==> config.mk <==
export PLATFORM = sky130hd
export DESIGN_NAME = clock_phase_sequencer
export DESIGN_NICKNAME = d
export VERILOG_FILES = /design/src/rtl/clock_phase_sequencer.sv
export SDC_FILE = /design/constraint.sdc
export NUM_CORES = 1
export LEC_CHECK = 0
export CORE_AREA = 2 2 75 77
export CTS_CLUSTER_DIAMETER = 100
export CTS_CLUSTER_SIZE = 25
export DETAILED_ROUTE_END_ITERATION = 10
export DIE_AREA = 0 0 77 79
export GPL_TIMING_DRIVEN = 0
export PLACE_DENSITY = 0.75
export REMOVE_ABC_BUFFERS = 1
export SYNTH_ARGS = -nofsm -noshare
export SYNTH_HDL_FRONTEND = slang
export SYNTH_SLANG_ARGS = --single-unit
==> constraint.sdc <==
create_clock -name clock_i -period 4.4 [get_ports clock_i]
set_input_delay 0.88 -clock clock_i [delete_from_list [all_inputs] [get_ports clock_i]]
set_output_delay 0.88 -clock clock_i [all_outputs]
set_load 0.01 [all_outputs]
==> src/rtl/clock_phase_sequencer.sv <==
// clock_phase_sequencer: single-clock phase enables for the multi-cycle MIPS core
// with run/halt/single-step control on whole processor-period boundaries.
module clock_phase_sequencer #(
    parameter int CNT_W = 4
) (
    input  logic             clock_i,
    input  logic             reset_i,
    input  logic             run_i,
    input  logic             step_req_i,
    input  logic             cfg_we_i,
    input  logic [1:0]       cfg_sel_i,
    input  logic [CNT_W-1:0] cfg_high_i,
    input  logic [CNT_W-1:0] cfg_low_i,
    output logic             proc_en_o,
    output logic             imem_en_o,
    output logic             regfile_en_o,
    output logic             dmem_en_o,
    output logic             proc_tick_o,
    output logic             halted_o,
    output logic             step_ack_o,
    output logic             cfg_err_o
);
    localparam logic [1:0] HALT = 2'd0, RUN = 2'd1, STEP = 2'd2, DRAIN = 2'd3;
    localparam logic [CNT_W-1:0] ONE = CNT_W'(1);
    logic [1:0]       state_q, state_d;
    logic [CNT_W-1:0] hi_q  [4];
    logic [CNT_W-1:0] lo_q  [4];
    logic [CNT_W-1:0] cnt_q [4];
    logic [CNT_W-1:0] cnt_d [4];
    logic [3:0]       ph_q, ph_d, last;
    logic             pend, tick_d, tick_q, ack_q, err_q;
    always_comb begin
        for (int i = 0; i < 4; i++)
            last[i] = cnt_q[i] == (ph_q[i] ? hi_q[i] : lo_q[i]) - ONE;
        pend = state_q != HALT && !ph_q[0] && last[0];
        state_d = state_q == HALT ? (run_i ? RUN : step_req_i ? STEP : HALT)
                : state_q == RUN  ? (run_i ? RUN : DRAIN)
                : state_q == STEP ? (pend ? HALT : STEP)
                :                   (run_i ? RUN : pend ? HALT : DRAIN);
        // Every start realigns all channels to the first high cycle.
        for (int i = 0; i < 4; i++) begin
            ph_d[i]  = state_d == HALT ? 1'b0 : state_q == HALT ? 1'b1 : ph_q[i] ^ last[i];
            cnt_d[i] = (state_d == HALT || state_q == HALT || last[i]) ? '0 : cnt_q[i] + ONE;
        end
        tick_d = state_d != HALT && (state_q == HALT || pend);
    end
    always_ff @(posedge clock_i) begin
        if (reset_i) begin
            state_q <= HALT;
            ph_q    <= '0;
            tick_q  <= 1'b0;
            ack_q   <= 1'b0;
            err_q   <= 1'b0;
            for (int i = 0; i < 4; i++) begin
                cnt_q[i] <= '0;
                hi_q[i]  <= i == 2 ? CNT_W'(4) : CNT_W'(3);
                lo_q[i]  <= i == 2 ? CNT_W'(2) : CNT_W'(3);
            end
        end else begin
            state_q <= state_d;
            ph_q    <= ph_d;
            tick_q  <= tick_d;
            ack_q   <= state_q == STEP && pend;
            err_q   <= cfg_we_i && state_q != HALT;
            for (int i = 0; i < 4; i++)
                cnt_q[i] <= cnt_d[i];
            if (cfg_we_i && state_q == HALT) begin
                hi_q[cfg_sel_i] <= cfg_high_i == '0 ? ONE : cfg_high_i;
                lo_q[cfg_sel_i] <= cfg_low_i  == '0 ? ONE : cfg_low_i;
            end
        end
    end
    assign proc_en_o    = ph_q[0];
    assign imem_en_o    = ph_q[1];
    assign regfile_en_o = ph_q[2];
    assign dmem_en_o    = ph_q[3];
    assign proc_tick_o  = tick_q;
    assign halted_o     = state_q == HALT;
    assign step_ack_o   = ack_q;
    assign cfg_err_o    = err_q;
endmodule

==> flow_metrics.tcl <==
set metrics [dict create \
    hold_violations 0 \
    ys_types 45 \
    startpoint "run_i" \
    via_per_inst 5.29 \
    cts_sinks 57 \
    dr.pass1.iters 4 \
    io_pins 23 \
    synth-warning-count 0 \
    synthesis.area_um2 2840 \
    postCtsHoldBufs 0 \
    drt-initial-drc-count 86 \
    grt.total_usage_pct 18.7 \
    outcome "completed" \
    crit_fanout 7 \
    fin_util_pct 61.2 \
    port_buffers 22 \
    cts_tree "done" \
    synth_top_area_cell "edfxtp_1" \
    clk_path_buf_depth 2 \
    cts_resized 0 \
    synth_top_area_share_pct 33.9 \
    layout_common_cells "edfxtp_1, nor2_1, dfxtp_1" \
    remaining_drc_errors 0 \
    startpoint_type "primary input" \
    cts_made_buffers 9 \
    syn_area_per_cell_um2 11.6 \
    crit_type "in -> out" \
    async_reset_ff_share_pct 0 \
    synthTopCellsByArea "edfxtp_1, dfxtp_1, xnor2_1, mux2i_1, xor2_1" \
    wl_per_cell_um 14.0 \
    dieHeight_um 79 \
    dieArea_um2 6080 \
    rows 27 \
    hp-class "reg -> reg" \
    min_period_ps 3280 \
    power.leakage_nw 1.20 \
    tightest_slew_ps 577 \
    critPathRequiredTime_ps 3520 \
    worstSkewPairLatency_ps 330 \
    syn_inst 245 \
    rsz0062_at_grt "no" \
    vias 1846 \
    grt_pass1_vias 1861 \
    r2r_slack_ps 1980 \
    ys_seq_area_share_pct 51.5 \
    post-cts-setup-buffer-count 0 \
    coreArea_um2 5340 \
    antenna_found_initial 0 \
    drt_wl_total_mm 4.90 \
    ys.flop_type "edfxtp_1" \
    drive_above_1_share_pct 11.9 \
    post-route-period-util_pct 74.5 \
    ant_nets 0 \
    cap_viol_max_count 0 \
    tns_ps 0 \
    yosys_register_bits 57 \
    worstSetupEndpointType "primary output" \
    hold_start "cnt_q[1][0]" \
    ir_worst_vdd_uv 315 \
    critPathArrivalTime_ps 2400 \
    gp_congestion 0.830 \
    setup_viol 0 \
    cts_max_level 3 \
    hpwlAfterDp_mm 3.56 \
    final_common_cell "edfxtp_1" \
    grt_pass1_wl_mm 8.66 \
    start_util_pct 53.1 \
    r2r_start "ph_q[0]" \
    pwr_density_cell_nw_per_um2 375 \
    max_slew_margin_pct 61.4 \
    clk_pin_slew_ps 60 \
    total_power_w 0.00122 \
    instances_no_fill 349 \
    cts-root-buf "clkbuf_8" \
    final_nets 295 \
    n_antenna_cell 0 \
    synth_edf_count 32 \
    area_growth_pct 15.1 \
    maxClockFrequency_ghz 0.305 \
    skew_ps 8.35 \
    slew_violations 0 \
    gr-total-overflow 0 \
    placed_cells 333 \
    grt_max_degree 18 \
    die_width_um 77 \
]
-- state kept, by name, indices dropped and copies added (netlist names) --
signal,count
cnt_q,16
hi_q,16
lo_q,16
ph_q,4
state_q,2
cfg_err_o,1
proc_tick_o,1
step_ack_o,1
-- final cells by class --
class                           instances  area (µm²)
Sequential cell                        57        1460
Clock buffer                           12         145
Inverter                                9        33.8
Clock inverter                          4        20.0
Multi-Input combinational cell        173        1290
Tap cell                               72        90.1
Fill cell                             481        2070
Timing Repair Buffer                   22         220
-- routing by layer --
layer / track usage (%) / vias up / share of wire (%)
met3: 4.32 / 11 / 4.5
met4: 10.4 / 0 / 2.3
met1: 22.8 / 878 / 43
met2: 31.0 / 39 / 50
li1: - / 918 / -
met5: 0 / - / 0
-- worst paths after layout --
kind,to,cells after the start
setup reg to reg,cnt_q[1][3],7
hold reg to reg,cnt_q[1][0],1
setup / recovery,halted_o,5
hold / removal,cnt_q[1][0],1
-- power by group --
| group | switching [W] | total (W) | internal (W) | leakage, nW |
|---|---|---|---|---|
| Clock | 0.000196 | 0.000412 | 0.000216 | 0.0899 |
| Combinational | 0.0000974 | 0.000190 | 0.0000923 | 0.610 |
| Sequential | 0.0000317 | 0.000622 | 0.000591 | 0.496 |
| Total | 0.000325 | 0.00122 | 0.000899 | 1.20 |
-- cells by family (layout without fill, tap and decap cells) --
| group | after synthesis | after routing | share of synthesized area, % |
|---|---|---|---|
| compound gates | 20 | 20 | 6.09 |
| xor+xnor | 33 | 33 | 10.5 |
| fa+ha+maj | 8 | 8 | 3.53 |
| buf+inv | 15 | 47 | 2.82 |
| flops | 57 | 57 | 51.5 |
| mux | 17 | 17 | 6.31 |
| simple gates | 95 | 95 | 19.3 |
-- critical path, stage by stage --
cell and delay (ps):
clkdlybuf4s50_1 500, o21ai_2 190, nand2_2 130, inv_2 140
clkdlybuf4s50_1 550
-- metrics by stage --
stage	worst slack (ps)	hold slack, ps	instance area, µm²
CTS	1110	483	3270
floorplan	1900	440	2790
detailed placement	1110	470	3100
global placement	1130	456	3100
finish	1120	478	3270
global route	1030	502	3270
-- synthesized netlist by cell type (4+ instances only) --
| cell type | number |
|---|---|
| nor3b_1 | 5 |
| dfxtp_1 | 25 |
| nand2_1 | 13 |
| edfxtp_1 | 32 |
| inv_1 | 7 |
| xor2_1 | 13 |
| nor2_1 | 25 |
| xnor2_1 | 19 |
| nand2b_1 | 7 |
| nand3_1 | 4 |
| nor3_1 | 7 |
| or3_1 | 7 |
| and2_1 | 16 |
| mux2i_1 | 15 |
| ha_1 | 8 |
No activity file was read; power rests on OpenSTA's default activity.
